$ cat config.mk
export PLATFORM = sky130hd
export DESIGN_NAME = stopwatch_ctrl_flat
export DESIGN_NICKNAME = d
export VERILOG_FILES = /design/src/rtl/stopwatch_pkg.sv /design/src/rtl/stopwatch_ctrl_if.sv /design/src/rtl/stopwatch_prescaler.sv /design/src/rtl/stopwatch_ctrl.sv /design/src/flat_wrapper.sv
export SDC_FILE = /design/constraint.sdc
export NUM_CORES = 1
export LEC_CHECK = 0
export CAP_MARGIN = 20
export CORE_MARGIN = 1.5
export CORE_UTILIZATION = 46
export CTS_CLUSTER_DIAMETER = 40
export DETAILED_ROUTE_END_ITERATION = 12
export PLACE_DENSITY_LB_ADDON = 0.05
export SYNTH_ARGS = -nofsm -noshare
export SYNTH_HDL_FRONTEND = slang
export SYNTH_SLANG_ARGS = --single-unit
$ cat constraint.sdc
create_clock -name clk -period 2.7 [get_ports clk]
set_clock_uncertainty 0.15 [all_clocks]
set_input_delay 0.27 -clock clk [delete_from_list [all_inputs] [get_ports clk]]
set_output_delay 0.27 -clock clk [all_outputs]
set_load 0.05 [all_outputs]
$ cat src/rtl/stopwatch_pkg.sv
// Shared constants for the stopwatch controller: state encoding and default widths.
// Latency: n/a (definitions only).
// Backpressure: n/a.
package stopwatch_pkg;

  localparam int SW_WIDTH = 16;
  localparam int SW_PRE_W = 4;

  typedef enum logic [1:0] {
    IDLE  = 2'd0,
    RUN   = 2'd1,
    PAUSE = 2'd2,
    DONE  = 2'd3
  } sw_state_t;

endpackage

$ cat src/rtl/stopwatch_ctrl_if.sv
// Operator command / configuration / status bundle of the stopwatch controller.
// Latency: n/a (wires only).
// Backpressure: none; commands are single-cycle pulses, always accepted.
interface stopwatch_ctrl_if #(
  parameter int WIDTH = 16,
  parameter int PRE_W = 4
);
  logic             start;
  logic             stop;
  logic             clear;
  logic             lap;
  logic             auto_reload;
  logic [PRE_W-1:0] max;
  logic [WIDTH-1:0] limit;
  logic [WIDTH-1:0] count;
  logic [WIDTH-1:0] lap_value;
  logic             running;
  logic             tick;
  logic             done;

  // Button/config side: drives commands, observes status.
  modport master (
    output start, stop, clear, lap, auto_reload, max, limit,
    input  count, lap_value, running, tick, done
  );

  // Controller side.
  modport slave (
    input  start, stop, clear, lap, auto_reload, max, limit,
    output count, lap_value, running, tick, done
  );
endinterface

$ cat src/rtl/stopwatch_prescaler.sv
// Prescaler: asserts tick once every max+1 enabled cycles; owns the pre register.
// Latency: tick is combinational from pre/max; pre updates on the next edge.
// Backpressure: none; while en is low pre holds, zero forces it back to 0.
module stopwatch_prescaler
  import stopwatch_pkg::*;
#(
  parameter int PRE_W = SW_PRE_W
) (
  input  logic             clk,
  input  logic             reset,
  input  logic             en,
  input  logic             zero,
  input  logic [PRE_W-1:0] max,
  output logic             tick
);

  logic [PRE_W-1:0] pre_q;
  logic [PRE_W-1:0] pre_d;

  // >= rather than == so that lowering max below pre ticks immediately
  // instead of running pre all the way round.
  always_comb begin
    tick  = 1'b0;
    pre_d = pre_q;
    if (en && (pre_q >= max)) begin
      tick = 1'b1;
    end
    if (zero) begin
      pre_d = '0;
    end else if (en) begin
      pre_d = tick ? '0 : pre_q + 1'b1;
    end
  end

  // Prescale count register.
  always_ff @(posedge clk) begin
    if (reset) begin
      pre_q <= '0;
    end else begin
      pre_q <= pre_d;
    end
  end

endmodule

$ cat src/rtl/stopwatch_ctrl.sv
// Run/pause/clear stopwatch: FSM, prescaled count, terminal detect, lap capture.
// Latency: commands act at the sampling edge; done pulses the cycle after the terminal tick.
// Backpressure: none; command priority clear > stop > start, lap independent.
module stopwatch_ctrl
  import stopwatch_pkg::*;
#(
  parameter int WIDTH = SW_WIDTH,
  parameter int PRE_W = SW_PRE_W
) (
  input logic                  clk,
  input logic                  reset,
  stopwatch_ctrl_if.slave      bus
);

  sw_state_t        state_q, state_d;
  logic [WIDTH-1:0] count_q, count_d;
  logic [WIDTH-1:0] lap_q,   lap_d;
  logic             done_q,  done_d;
  logic             tick;
  logic             run_en;
  logic             pre_zero;

  assign run_en   = (state_q == RUN);
  // Pre restarts from 0 whenever counting restarts from scratch; PAUSE keeps it.
  assign pre_zero = bus.clear || (state_q == IDLE) || (state_q == DONE);

  stopwatch_prescaler #(.PRE_W(PRE_W)) u_pre (
    .clk   (clk),
    .reset (reset),
    .en    (run_en),
    .zero  (pre_zero),
    .max   (bus.max),
    .tick  (tick)
  );

  // Next state, count, lap and done; clear is applied last so it overrides everything.
  always_comb begin
    state_d = state_q;
    count_d = count_q;
    lap_d   = lap_q;
    done_d  = 1'b0;

    unique case (state_q)
      IDLE: begin
        if (bus.start) begin
          state_d = RUN;
          count_d = '0;
        end
      end
      RUN: begin
        // A tick in the stop cycle still updates count; stop only picks the next state.
        if (tick) begin
          if (count_q == bus.limit) begin
            done_d = 1'b1;
            if (bus.auto_reload) begin
              count_d = '0;
            end else begin
              state_d = DONE;
            end
          end else begin
            count_d = count_q + 1'b1;
          end
        end
        if (bus.stop) begin
          state_d = PAUSE;
        end
      end
      PAUSE: begin
        if (bus.start && !bus.stop) begin
          state_d = RUN;
        end
      end
      DONE: begin
        if (bus.start) begin
          state_d = RUN;
          count_d = '0;
        end
      end
      default: state_d = IDLE;
    endcase

    if (bus.clear) begin
      state_d = IDLE;
      count_d = '0;
      done_d  = 1'b0;
    end

    // Lap captures the pre-edge count, even when clear zeroes it this edge.
    if (bus.lap) begin
      lap_d = count_q;
    end else if (bus.clear) begin
      lap_d = '0;
    end
  end

  // State and datapath registers.
  always_ff @(posedge clk) begin
    if (reset) begin
      state_q <= IDLE;
      count_q <= '0;
      lap_q   <= '0;
      done_q  <= 1'b0;
    end else begin
      state_q <= state_d;
      count_q <= count_d;
      lap_q   <= lap_d;
      done_q  <= done_d;
    end
  end

  assign bus.count     = count_q;
  assign bus.lap_value = lap_q;
  assign bus.running   = run_en;
  assign bus.tick      = tick;
  assign bus.done      = done_q;

endmodule
$ cat src/flat_wrapper.sv
// flat-port wrapper written by rule: the top's interface ports become plain ports
module stopwatch_ctrl_flat import stopwatch_pkg::*;
#(
  parameter int WIDTH = SW_WIDTH,
  parameter int PRE_W = SW_PRE_W
)
  (clk, reset, bus_start, bus_stop, bus_clear, bus_lap, bus_auto_reload, bus_max, bus_limit, bus_count, bus_lap_value, bus_running, bus_tick, bus_done);
  stopwatch_ctrl_if #(.WIDTH(WIDTH), .PRE_W(PRE_W)) bus_i ();
  input logic clk;
  input logic reset;
  input wire logic [$bits(bus_i.start)-1:0] bus_start;
  input wire logic [$bits(bus_i.stop)-1:0] bus_stop;
  input wire logic [$bits(bus_i.clear)-1:0] bus_clear;
  input wire logic [$bits(bus_i.lap)-1:0] bus_lap;
  input wire logic [$bits(bus_i.auto_reload)-1:0] bus_auto_reload;
  input wire logic [$bits(bus_i.max)-1:0] bus_max;
  input wire logic [$bits(bus_i.limit)-1:0] bus_limit;
  output wire logic [$bits(bus_i.count)-1:0] bus_count;
  output wire logic [$bits(bus_i.lap_value)-1:0] bus_lap_value;
  output wire logic [$bits(bus_i.running)-1:0] bus_running;
  output wire logic [$bits(bus_i.tick)-1:0] bus_tick;
  output wire logic [$bits(bus_i.done)-1:0] bus_done;
  assign bus_i.start = bus_start;
  assign bus_i.stop = bus_stop;
  assign bus_i.clear = bus_clear;
  assign bus_i.lap = bus_lap;
  assign bus_i.auto_reload = bus_auto_reload;
  assign bus_i.max = bus_max;
  assign bus_i.limit = bus_limit;
  assign bus_count = bus_i.count;
  assign bus_lap_value = bus_i.lap_value;
  assign bus_running = bus_i.running;
  assign bus_tick = bus_i.tick;
  assign bus_done = bus_i.done;
  stopwatch_ctrl #(.WIDTH(WIDTH), .PRE_W(PRE_W)) u_core (.clk(clk), .reset(reset), .bus(bus_i));
endmodule
; After elaboration in Yosys (flattened, before gate mapping)
; Index checks and enable logic that the tools add are counted.
[op_classes]
shift = 0
n_mul = 0
n_reduce_logical = 14
eq_ne = 11
n_lt_le_gt_ge = 1
n_addsub = 2
div_mod_pow = 0
n_mux = 17
n_bitwise = 2
[op_table]
columns = operator, n
row1 = $mux 16, 6
row2 = $pmux 16 s2, 1
row3 = $add 16x1->16 const B, 1
row4 = $eq 16x16->1, 1
row5 = $mux 2, 6
row6 = $ne 3x3->1 const B, 3
row7 = $pmux 2 s3, 1
row8 = $reduce_or 2->1, 3
row9 = $reduce_and 5->1, 1
row10 = $add 4x1->4 const B, 1
row11 = $eq 2x2->1 const B, 2
row12 = $ge 4x4->1, 1
row13 = $mux 4, 1
row14 = $ne 2x1->1 const B, 2
row15 = $reduce_and 4->1, 1
row16 = $reduce_bool 2->1, 2
row17 = $reduce_or 4->1, 1
row18 = $ne 3x2->1 const B, 1
row19 = $eq 2x1->1 const B, 1
row20 = $logic_and 1x1->1, 2
row21 = $logic_not 2->1, 1
row22 = $logic_or 1x1->1, 2
row23 = $mux 1, 2
row24 = $ne 2x2->1 const B, 1
row25 = other kinds (2), 3
[totals]
inputBits = 27
ram_bits = 0
n_memories = 0
output_inout_bits = 35
latch_bits = 0
word_cells = 52
rom_bits = 0
ff_bits = 39

; Longest topological paths before layout
; Gate-level depths: netlist of the first run.
[depth]
word_depth = 6
depth_mapped = 9
depth_no_buf = 8

; Modules after synthesis
; Synthesis of the first run repeated with hierarchy kept, for this count alone.
[unflattened]
hier_cells = 277
area_unflattened_um2 = 2379.8
[by_module_without_submodules]
columns = module, instances, seq_area_each_um2, area_each_um2, cells_each
row1 = stopwatch_ctrl, 1, 700.7, 2087.0, 242
row2 = stopwatch_prescaler, 1, 80.1, 292.8, 35

; Least setup slack after synthesis of the first run
; Ideal clock, no wire load.
[synth_timing]
path_type = register -> register
startpoint = reg u_core.count_q[0] (netlist: u_core.bus.count[0])
endpoint = reg u_core.count_q[14] (netlist: u_core.bus.count[14])
slack_ns = -0.089
arrival_time_ns = 2.519
path_stages_with_launch = 8
required_time_ns = 2.430
n_path_buf = 0
setup_ns = 0.120
period_less_slack_ns = 2.789
cell_sequence = dfxtp_1 -> ha_1 -> nand3_2 -> or3_4 -> or3_4 -> or2_0 -> and3_1 -> a211o_1
[synth_via]
elab_chain_len = 4
elab_cells_between_ends = 7
cone_classes = 1 x add/sub / 2 x eq/ne / 3 x mux / 1 x reduce/logical
[synth_lines]
columns = element, line_no
row1 = from (decl), stopwatch_ctrl.sv:16  ; logic [WIDTH-1:0] count_q, count_d;
row2 = from (signal assigned), stopwatch_ctrl.sv:105  ; count_q <= count_d;
row3 = $add 16x1->16 / $eq 16x16->1 (equally long branches), "stopwatch_ctrl.sv:61, stopwatch_ctrl.sv:53"
row4 = $mux 16, stopwatch_ctrl.sv:53  ; if (count_q == bus.limit) begin
row5 = $mux 16, stopwatch_ctrl.sv:52  ; if (tick) begin
row6 = $pmux 16 s2, stopwatch_ctrl.sv:43  ; unique case (state_q)
; Several ways; a longest one is shown, not always the timed one. The select of a mux whose other input is x is not followed.
; A chain may end at the register's enable or synchronous reset.

; Final worst setup path of the first run
[layout_timing]
startpoint = reg u_core.u_pre.pre_q[0]
endpoint = out bus_tick
[layout_via]
elab_chain_len = 3
[layout_lines]
columns = element, line_no
row1 = from (decl), stopwatch_prescaler.sv:17  ; logic [PRE_W-1:0] pre_q;
row2 = from (signal assigned), stopwatch_prescaler.sv:40  ; pre_q <= pre_d;
row3 = $ge 4x4->1, stopwatch_prescaler.sv:25  ; if (en && (pre_q >= max)) begin
row4 = $logic_and 1x1->1, stopwatch_prescaler.sv:25
row5 = $mux 1, stopwatch_prescaler.sv:25
row6 = to (decl), flat_wrapper.sv:21  ; output wire logic [$bits(bus_i.tick)-1:0] bus_tick;
; Every way passes these cells.

==> flow_metrics.tcl, run 1 <==
set metrics [dict create \
    antenna_found_initial 0 \
    grt_pass1_vias 1974 \
    leakage_nw 1.30 \
    ys_seq_elements 39 \
    cp_max_fo 5 \
    die_w_um 70.9 \
    gr-total-overflow 0 \
    place_congestion 0.836 \
    fin_crit_ps 2530 \
    instances_no_fill 378 \
    syn_avg_cell_area_sq_um 8.49 \
    synth_warnings 0 \
    post_drt_wl_per_cell_um 14.6 \
    grt_pass1_wl_um 9320 \
    max-cap-violations 0 \
    hold_path_end "u_core.u_pre.pre_q[3]" \
    whs_path_depth 2 \
    syn_nets 287 \
    dpl.hpwl_um 3990 \
    grt.total_usage 0.230 \
    ff2ff_path_depth 7 \
    slowest_stage "dfxtp_2" \
    clk-insertion-delay-late_ps 290 \
    slowest_delay_ps 380 \
    finalHoldViolations 0 \
    coreArea_sq_um 4380 \
    synth_edf_count 0 \
    dr.pass1.iters 4 \
    fp.dieH_um 70.9 \
    root_buffer "clkbuf_8" \
    fin_area_sq_um 3040 \
    grt_max_degree 33 \
    numClockSinks 39 \
    numCtsBuffers 5 \
    r2r-start "u_core.bus.count[1]" \
    synth_top_flop_cell "dfxtp_1" \
    finalSetupViolCount 0 \
    synthCells 250 \
    max_slew.worst_pin.slew_ps 515 \
    drtIter0Drc 99 \
    io-pin-count 62 \
    io_buffers 61 \
    cp-end-kind "output port" \
    antenna_cells 0 \
    worst_hold_startpoint "u_core.u_pre.pre_q[3]" \
    post_drt_via_cell_ratio 5.49 \
    path_cells "inv_1, ha_1, nand2b_1, a2111oi_4, or3_1, inv_1, buf_4, buf_4" \
    worstPathRequired_ps 2280 \
    drv_slew 0 \
    syn2layout_area_growth_pct 43.2 \
    syn-cell-area_sq_um 2120 \
    whs_ps 392 \
    period_share 0.938 \
    vdd_ir_drop_max_v 0.000336 \
    power_density_nw_per_um2 398 \
    worstSetupPathType "flop to output port" \
    slew_headroom 0.655 \
    htree_levels 2 \
    place_inst 370 \
    drive_gt1_frac 0.144 \
    synth-async-reset-ratio 0 \
    cts_tree "built" \
    start_kind "flop" \
    cts_buffer_depth 2 \
    dieArea_sq_um 5030 \
    synth_cell_types 40 \
    path_clk_slew_ps 70 \
    rsz0062_at_grt "no" \
    rows 24 \
    post-route-drc-count 0 \
    via_count 2074 \
    start_util 0.484 \
    fmax_ghz 0.395 \
    totalWireLength_um 5530 \
    dpl-instance-area_sq_um 2900 \
    ant_nets 0 \
    r2r_end "u_core.bus.count[14]" \
    seq_area_frac_synth 0.368 \
    crit_arrival_ps 2110 \
    hold_path_class "flop to flop" \
    rrSetupSlack_ps 180 \
    nets 362 \
    status "finished clean" \
]
[cell type report]
class	instances	area, sq um
fill	384	1340
multi-input combinational	187	1250
timing repair buffer	83	786
sequential	39	785
clock buffer	6	82.6
tap	52	65.1
clock inverter	2	35.0
inverter	9	33.8
[sequential cells by signal (all words and copies together) (netlist names)]
register              flops
u_core.u_pre.pre_q        4
u_core.bus.count         16
u_core.bus.lap_value     16
u_core.state_q            2
u_core.bus.done           1
[power breakdown]
part	leakage [nW]	switching, mW	internal [mW]	total [mW]
combinational	0.919	0.0584	0.0643	0.123
sequential	0.316	0.00180	0.576	0.577
clock	0.0612	0.209	0.299	0.509
total	1.30	0.270	0.939	1.21
[cell families (layout without fill, tap and decap cells)]
family | Yosys count | count (layout) | synth area share
adder cells (fa/ha/maj) | 10 | 10 | 0.0589
multiplexers | 2 | 2 | 0.00943
buffers and inverters | 24 | 100 | 0.0501
XOR/XNOR | 18 | 18 | 0.0742
AND/OR/NAND/NOR | 116 | 116 | 0.311
AO/OA/AOI/OAI | 41 | 41 | 0.128
flip-flops | 39 | 39 | 0.368
[stage by stage]
step | utilization | TNS, ps | setup slack (ps) | power [mW]
after detailed placement | 0.662 | -1490 | -139 | 0.709
final | 0.693 | 0 | 167 | 1.21
after global routing | 0.693 | 0 | 45.9 | 1.25
after CTS | 0.690 | 0 | 46.8 | 1.22
after floorplan | - | 0 | 121 | 0.645
after global placement | 0.662 | -719 | -70.1 | 0.708
[synthesized netlist by cell type, types with 7 or more instances]
library cell   n  area, sq um
xor2_1        18          158
ha_1          10          125
dfxtp_1       39          781
clkbuf_1       7         26.3
inv_1          9         33.8
nor2_1        26         97.6
nand2_1        9         33.8
nor3b_1       17          128
a211o_1       11         96.3
nor3_1        14         70.1
and3_1         8         50.1
a21oi_1       20          100
nand3_1        9         45.0
[layout by cell type, fill, tap and decap left out, drive strengths merged, types with 10 or more instances in the layout]
master and instances:
a21oi 20, ha 10, xor2 18, nor3 14
clkdlybuf4s50 60, a211o 12, and3 12, dfxtp 39
nor2 26, nor3b 17, nand3 10, buf 23
[critical path, delay by kind of cell (launching register included)]
kind	cells	cell delay, ps
buf+inv	4	430
flops	1	380
simple gates	2	380
compound gates	1	380
fa+ha+maj	1	250
[layer usage]
| layer | vias to the layer above | track usage | share of wire |
|---|---|---|---|
| met5 | - | 0 | 0 |
| met3 | 7 | 0.0698 | 0.064 |
| met4 | 0 | 0.0755 | 0.014 |
| met2 | 55 | 0.361 | 0.44 |
| met1 | 968 | 0.303 | 0.48 |
| li1 | 1044 | - | - |
[how the worst max path moves through the flow]
stage                                from                   end  cells past startpoint
finish              u_core.u_pre.pre_q[0]              bus_tick                      8
detailed placement             bus_max[0]  u_core.bus.count[10]                      9
CTS                 u_core.u_pre.pre_q[0]              bus_tick                      8
global placement               bus_max[0]  u_core.bus.count[12]                      9
global route        u_core.u_pre.pre_q[0]              bus_tick                      8
floorplan             u_core.bus.count[2]  u_core.bus.count[14]                      7
[repair_timing]
| item | in CTS | in global routing |
|---|---|---|
| resized for setup | 1 | 2 |
| gates cloned | 0 | 0 |
| setup endpoints to repair | 1 | 1 |
| setup buffers | 0 | 0 |
| hold buffers | 0 | 0 |
No activity file was read; power rests on OpenSTA's default activity.
==> run 2, diff against run 1 <==
Settings changed: PLACE_DENSITY from default to 0.89, PLACE_DENSITY_LB_ADDON 0.05 to default.
==> run 2 against run 1 <==
Compared with the run above: non-clock buffer count fell by 2; clock-buffer cell count rose by 2; sequential power barely moved; largest power group unchanged; global-route usage fell by 0.21 points; design area fell by 1.9%; via count rose by 1.5%; first-iteration DRC count did not move; hold slack improved by 3.0 ps; critical path depth rose by 3; total power fell by 6.4%.
==> flow_metrics.tcl, run 2 (synthesis gave the netlist of run 1 again) <==
set metrics [dict create \
    status "finished clean" \
    path_clk_slew_ps 70 \
    start_util 0.484 \
    post-route-drc-count 0 \
    dp_slack_ps -126 \
    crit_family "simple AND/OR/NAND/NOR gates" \
    p_comb_frac 0.107 \
    slowest_stage "or3_1" \
    fin_area_sq_um 2980 \
    grt_max_degree 33 \
    dpl.hpwl_um 4180 \
    drtIter0Drc 99 \
    switchingPower_mw 0.260 \
    fmax_ghz 0.387 \
    postCtsSetupRepairBufs 0 \
    dr.pass1.iters 5 \
    nets 360 \
    mostFrequentLayoutCell "clkdlybuf4s50_1" \
    worstPathRequired_ps 2790 \
    antenna_found_initial 0 \
    rows 24 \
    swShare 0.229 \
    drive_gt1_frac 0.133 \
    grt.total_usage 0.228 \
    rsz0062_at_grt "no" \
    totalWireLength_um 5720 \
    finalHoldViolations 0 \
    fillers 345 \
    cp_max_fo 7 \
    syn2layout_area_growth_pct 40.4 \
    start_kind "flop" \
    seqPwrFrac 0.510 \
    crit_arrival_ps 2670 \
    setup_ws_ps 118 \
    path_cells "inv_1, ha_1, nand2b_1, a2111oi_2, buf_4, or3_1, nand4b_1, buf_4, buf_4, or3_1, nand3_1" \
    post_drt_wl_per_cell_um 15.2 \
    numClockSinks 39 \
    timing.critical_path.mode_cell "buf_4" \
    period_share 0.956 \
    io_buffers 61 \
    dieArea_sq_um 5030 \
    dpl-instance-area_sq_um 2880 \
    io-pin-count 62 \
    place_congestion 0.842 \
    slowest_delay_ps 390 \
    die_w_um 70.9 \
    place_inst 368 \
    final_util 0.680 \
    internal_power_mw 0.872 \
    gr-total-overflow 0 \
    cp-end-kind "flop" \
    fin_crit_ps 2580 \
    power_density_nw_per_um2 379 \
    final_cell_mix "clkdlybuf4s50_1, dfxtp_1, nor2_1, buf_4, a21oi_1" \
    max-cap-violations 0 \
    via_count 2105 \
    hold_path_class "flop to flop" \
    numCtsBuffers 5 \
    instances_no_fill 376 \
    antenna_cells 0 \
    cts_tree "built" \
    drv_slew 0 \
    fin_setup_tns_ps 0 \
    vdd_ir_drop_max_v 0.000368 \
    coreArea_sq_um 4380 \
    worstSetupPathType "flop to flop" \
    grt_pass1_vias 2007 \
    htree_levels 2 \
    cts_buffer_depth 2 \
    ant_nets 0 \
    critPathBufInv 4 \
    fp.dieH_um 70.9 \
    finalSetupViolCount 0 \
    grt_pass1_wl_um 9160 \
    clkPwrFrac 0.383 \
    root_buffer "clkbuf_8" \
    leakage_nw 1.27 \
    clk-insertion-delay-late_ps 300 \
    slew_headroom 0.651 \
    post_drt_via_cell_ratio 5.60 \
    max_slew.worst_pin.slew_ps 521 \
]
==> run 2: path summary, 6_finish.rpt <==
check / start / end / slack, ps / depth (start not counted)
setup / recovery: u_core.u_pre.pre_q[0] / u_core.bus.count[5] / 120 / 11
hold / removal: u_core.u_pre.pre_q[3] / u_core.u_pre.pre_q[3] / 390 / 2
setup reg to reg: u_core.u_pre.pre_q[0] / u_core.bus.count[5] / 120 / 11
hold reg to reg: u_core.u_pre.pre_q[3] / u_core.u_pre.pre_q[3] / 390 / 2
==> run 2: per-layer routing <==
layer,up-vias,part of all wire,track usage
li1,1042,-,-
met1,983,0.43,0.275
met2,71,0.48,0.387
met3,9,0.074,0.0655
met4,0,0.015,0.0797
met5,-,0,0
==> run 2: area by class of cell <==
class | count | area (sq um) | area share
multi-input combinational | 187 | 1240 | 0.416
timing repair buffer | 81 | 758 | 0.254
clock buffer | 8 | 100 | 0.0336
sequential | 39 | 783 | 0.263
tap | 52 | 65.1 | 0.0218
inverter | 9 | 33.8 | 0.0113
==> run 2: tightest hold or removal path: stages, from the launching register on <==
cell and delay (ps):
dfxtp_1 360, xor2_1 80, nor2_1 70
==> run 2: power by group through the flow <==
stage	logic [mW]	clock network (mW)	registers (mW)
2_1_floorplan	0.0541	0	0.591
3_3_place_gp	0.116	0	0.591
3_5_place_dp	0.119	0	0.591
4_1_cts	0.120	0.439	0.577
5_1_grt	0.130	0.467	0.577
6_report	0.121	0.433	0.577
==> run 2: stage by stage <==
step | hold slack (ps) | power, mW
floorplan | 307 | 0.645
global placement | 362 | 0.707
detailed placement | 380 | 0.710
CTS | 397 | 1.14
global route | 436 | 1.17
finish | 395 | 1.13
==> run 2: what timing repair did <==
| action | in CTS | in global routing |
|---|---|---|
| endpoints found under the setup margin | 0 | 4 |
| hold buffers | 0 | 0 |
| gates resized for setup | 0 | 1 |
==> patch 1 (settings of run 2) <==
Change the package constant `SW_WIDTH` from 16 to 12.
--- a/src/rtl/stopwatch_pkg.sv
+++ b/src/rtl/stopwatch_pkg.sv
@@ -3,7 +3,7 @@
 // Backpressure: n/a.
 package stopwatch_pkg;
 
-  localparam int SW_WIDTH = 16;
+  localparam int SW_WIDTH = 12;
   localparam int SW_PRE_W = 4;
 
   typedef enum logic [1:0] {
Interface: changed (resized bus_count, bus_lap_value and bus_limit); port bits go from 62 to 50. The function was not compared with the original's and may differ.
==> patch 1 against run 2 <==
Sequential cell count shrank 8; non-clock buffer count decreased by 19; total power is 5.4% lower; wire length fell by 17%; global-route usage rose by 1.1 points; worst setup slack improved by 77 ps; synthesized area down 16%; final area shrank 15%; critical path type unchanged; critical endpoint unchanged.
==> patch 1: results (changes against run 2) <==
* Max stage delay cell, worst path: sky130_fd_sc_hd__a31oi_1
* Detailed-route wire length: 4736 um (-17%)
- Data arrival time at the worst-slack endpoint: 2600 ps (-70 ps)
- Count of flip-flops and latches: 31 (-21%)
- Detailed-placement wirelength estimate: 3484 um (-17%)
- The kind of cell with the highest combined delay along the critical path is compound AO/OA/AOI/OAI gates.
- Number of multi-input logic gates: 155 (-17%)
- The pre-CTS setup slack is -20.26 ps (+105.3 ps).
- Largest net degree at the start of global routing: 25 (-24%)
- Count of inverters not on the clock network in the layout: 10 (+1)
- The via-per-instance ratio is 5.506 (-1.6%).
* Sequential area share after synthesis: 34.93% (-1.8 points)
* Number of port buffers: 49 (-20%)
- Total number of nets in the final design: 298 (-17%)
- The flow ran to the end, and the final reports show no timing, DRC or antenna violations.
- The instance area at placement came to 2404 sq um (-16%).
- The number of distinct library cell variants in the gate-level netlist after synthesis was 37 (-7.5%).
- Reported leakage power: 1.093 nW (-14%)
- Post-synthesis net count: 235 (-18%)
- Non-clock buffer share of cell area: 23.72% (-1.7 points)
- Buffers, non-clock: 62 (-23%)
- The number of placed instances, taps included was 306 (-17%).
* Multiplexer area fraction after synthesis: 0% (-0.94 points)
- Total global routing track utilization: 23.89% (+1.1 points)
- Share of the synthesized area in compound gates (AO/OA/AOI/OAI): 21.83% (+9.0 points)
* Seq area share: 24.62% (-1.7 points)
* Fraction of standard cell area in multi-input logic: 43.13% (+1.5 points)
- Vias in the first global route: 1668 (-17%)
- Filler Cell Count: 299 (-13%)
* DRT Pass-1 Iters: 4 (-1)
- The final weighted congestion of routability-driven global placement came to 0.8221 (-2.3%).
- The routed wire length per instance is 15.08 um (-0.77%).
* Global-route wire length before repair: 7762 um (-15%)
- In the post-synthesis netlist, the biggest area contributors are sky130_fd_sc_hd__dfxtp_1 (35%), sky130_fd_sc_hd__nor3b_1 (8.0%), sky130_fd_sc_hd__ha_1 (7.0%), sky130_fd_sc_hd__a21oi_1 (5.9%), sky130_fd_sc_hd__xor2_1 (5.9%).
* Xor/xnor share of the synthesized area: 5.915% (-1.5 points)
## patch 1: power breakdown
group	switching (mW)	internal (mW)
clock network	0.188	0.298
logic	0.0614	0.0621
registers	0.00181	0.459
## patch 1: routing by layer
metal | GRT usage [%] | vias to the layer above | routed length, um | share of wire (%)
li1 | - | 845 | - | -
met1 | 31.75 | 826 | 2151 | 45
met2 | 37.24 | 54 | 2228 | 47
met3 | 6.336 | 4 | 307 | 6.5
met4 | 9.115 | 0 | 48 | 1.0
met5 | 0 | - | 0 | 0
## patch 1: final timing paths
kind | startpoint | endpoint | slack (ps)
max | u_core.bus.count[1] | u_core.bus.count[5] | 190
min | u_core.u_pre.pre_q[3] | u_core.u_pre.pre_q[3] | 350
max reg2reg | u_core.bus.count[1] | u_core.bus.count[5] | 190
min reg2reg | u_core.u_pre.pre_q[3] | u_core.u_pre.pre_q[3] | 350
==> patch 2 (settings of run 2) <==
Without the edit above. Encoding of `sw_state_t`: now Gray code (2 bits for 4 states).
--- a/src/rtl/stopwatch_pkg.sv
+++ b/src/rtl/stopwatch_pkg.sv
@@ -7,10 +7,10 @@
   localparam int SW_PRE_W = 4;
 
   typedef enum logic [1:0] {
-    IDLE  = 2'd0,
-    RUN   = 2'd1,
-    PAUSE = 2'd2,
-    DONE  = 2'd3
+    IDLE  = 2'b00,
+    RUN   = 2'b01,
+    PAUSE = 2'b11,
+    DONE  = 2'b10
   } sw_state_t;
 
 endpackage
Behaviour: no difference found for any inputs over 10 cycles, from zero or initial values and one cycle with reset high; not proved beyond that.
==> patch 2 against run 2 <==
Largest power group unchanged; count of clock-buffer cells in the layout shrank 1; synthesized area grew 3.2%; worst setup slack gained 260 ps; wire length grew 0.82%; die area grew 3.0%; total power shrank 5.9%; final area shrank 1.8%; highest routed layer unchanged; sequential cell count is the same; clock power shrank 12%; cell count grew 0.53%; critical path depth shrank 3; non-clock buffer count shrank 10; critical endpoint is now bus_tick.
==> patch 2: results (changes against run 2) <==
- Share of post-route cells with drive strength above 1: 7.669% (-5.6 points)
- Global placement routability congestion: 0.8817 (+4.7%)
* Startpoint of the worst register-to-register path: u_core.bus.count[0]
- The clock network fraction of total power came to 35.6% (-2.7 points).
- Reg2Reg Capture Point: u_core.bus.count[14]
- Critical setup path kind: input pin to output port
- The worst reg-to-reg path cell count is 6 (-5).
- The clock-cell share of area is 2.778% (-0.58 points).
* Result of the run: finished clean
* Detailed-placement wirelength estimate: 4278 um (+2.3%)
- The path with the worst hold slack has its endpoint at u_core.state_q[0].
- The number of placed instances, taps included came to 370 (+0.54%).
- The setup slack of the most critical reg-to-reg path was 440 ps (+320 ps).
* Sequential cell area in the final layout: 780.7 sq um (-0.32%)
- The portion of the layout cell area used by non-clock buffers was 23.76% (-1.7 points).
* Unique cell type count in the Yosys netlist: 46 (+15%)
- The met1 usage in global routing is 28.50% (+1.0 points).
- Total length of routed met2 wires: 2764 um (+0.99%)
- Total global routing track utilization: 22.73% (-0.050 points)
* Global-route wire length before repair: 9287 um (+1.4%)
- The worst-path maximum fanout is 6 (-1).
- The post-synthesis adder-cell area fraction came to 3.427% (-2.5 points).
* Sequential area share after synthesis: 35.64% (-1.1 points)
- Total number of nets in the final design: 358 (-0.56%)
- Maximum VDD drop: 0.0002291 V (-38%)
* Actual transition at the worst max-transition pin: 624.5 ps (+103.3 ps)
* Area of the die: 5185 sq um (+3.0%)
- The routed wire length per instance was 15.24 um (+0.29%).
- The most critical setup path has its endpoint at bus_tick.
- WL met1: 2514 um (+1.9%)
- The power in the clock group was 0.379 mW (-12%).
* 1st-iter DRT viols: 141 (+42%)
- Source of the worst hold timing path: u_core.state_q[0]
- The fraction of area in multi-input gates was 41.88% (+0.25 points).
- Combinational power: 0.106 mW (-12%)
* Count of inverters not on the clock network in the layout: 21 (+12)
- Post-Place Cell Area: 2846 sq um (-1.0%)
- Number of multi-input logic gates: 187 (unchanged)
* Met2 Track Usage GR: 40.43% (+1.7 points)
- Final critical-path setup slack: 381.2 ps (+263.5 ps)
* Filler Cell Count: 378 (+9.6%)
- The worst endpoint data arrival time came to 1900 ps (-770 ps).
* Post-synthesis net count: 298 (+3.8%)
* Multiplexer area fraction after synthesis: 1.371% (+0.43 points)
[patch 2: cell types whose count changed after synthesis, moves of 5 or more]
cell                       before  now
sky130_fd_sc_hd__inv_1          9   21
sky130_fd_sc_hd__a211o_1       11    0
sky130_fd_sc_hd__o221ai_1       1    8
sky130_fd_sc_hd__and3_1         8    2
sky130_fd_sc_hd__nor3_1        14    8
sky130_fd_sc_hd__o21ai_0        3    8
[patch 2: worst max-delay path, stage by stage]
cell	delay, ps
sky130_fd_sc_hd__clkdlybuf4s50_1	450
sky130_fd_sc_hd__inv_1	40
sky130_fd_sc_hd__ha_1	270
sky130_fd_sc_hd__inv_1	40
sky130_fd_sc_hd__o21ai_0	210
sky130_fd_sc_hd__nand3_1	210
sky130_fd_sc_hd__inv_1	230
sky130_fd_sc_hd__buf_12	170
[patch 2: cell families after synthesis]
logic type / after synthesis
AO/OA/AOI/OAI: 46
XOR/XNOR: 21
adder cells (fa/ha/maj): 6
buffers and inverters: 39
flip-flops: 39
multiplexers: 3
AND/OR/NAND/NOR: 111
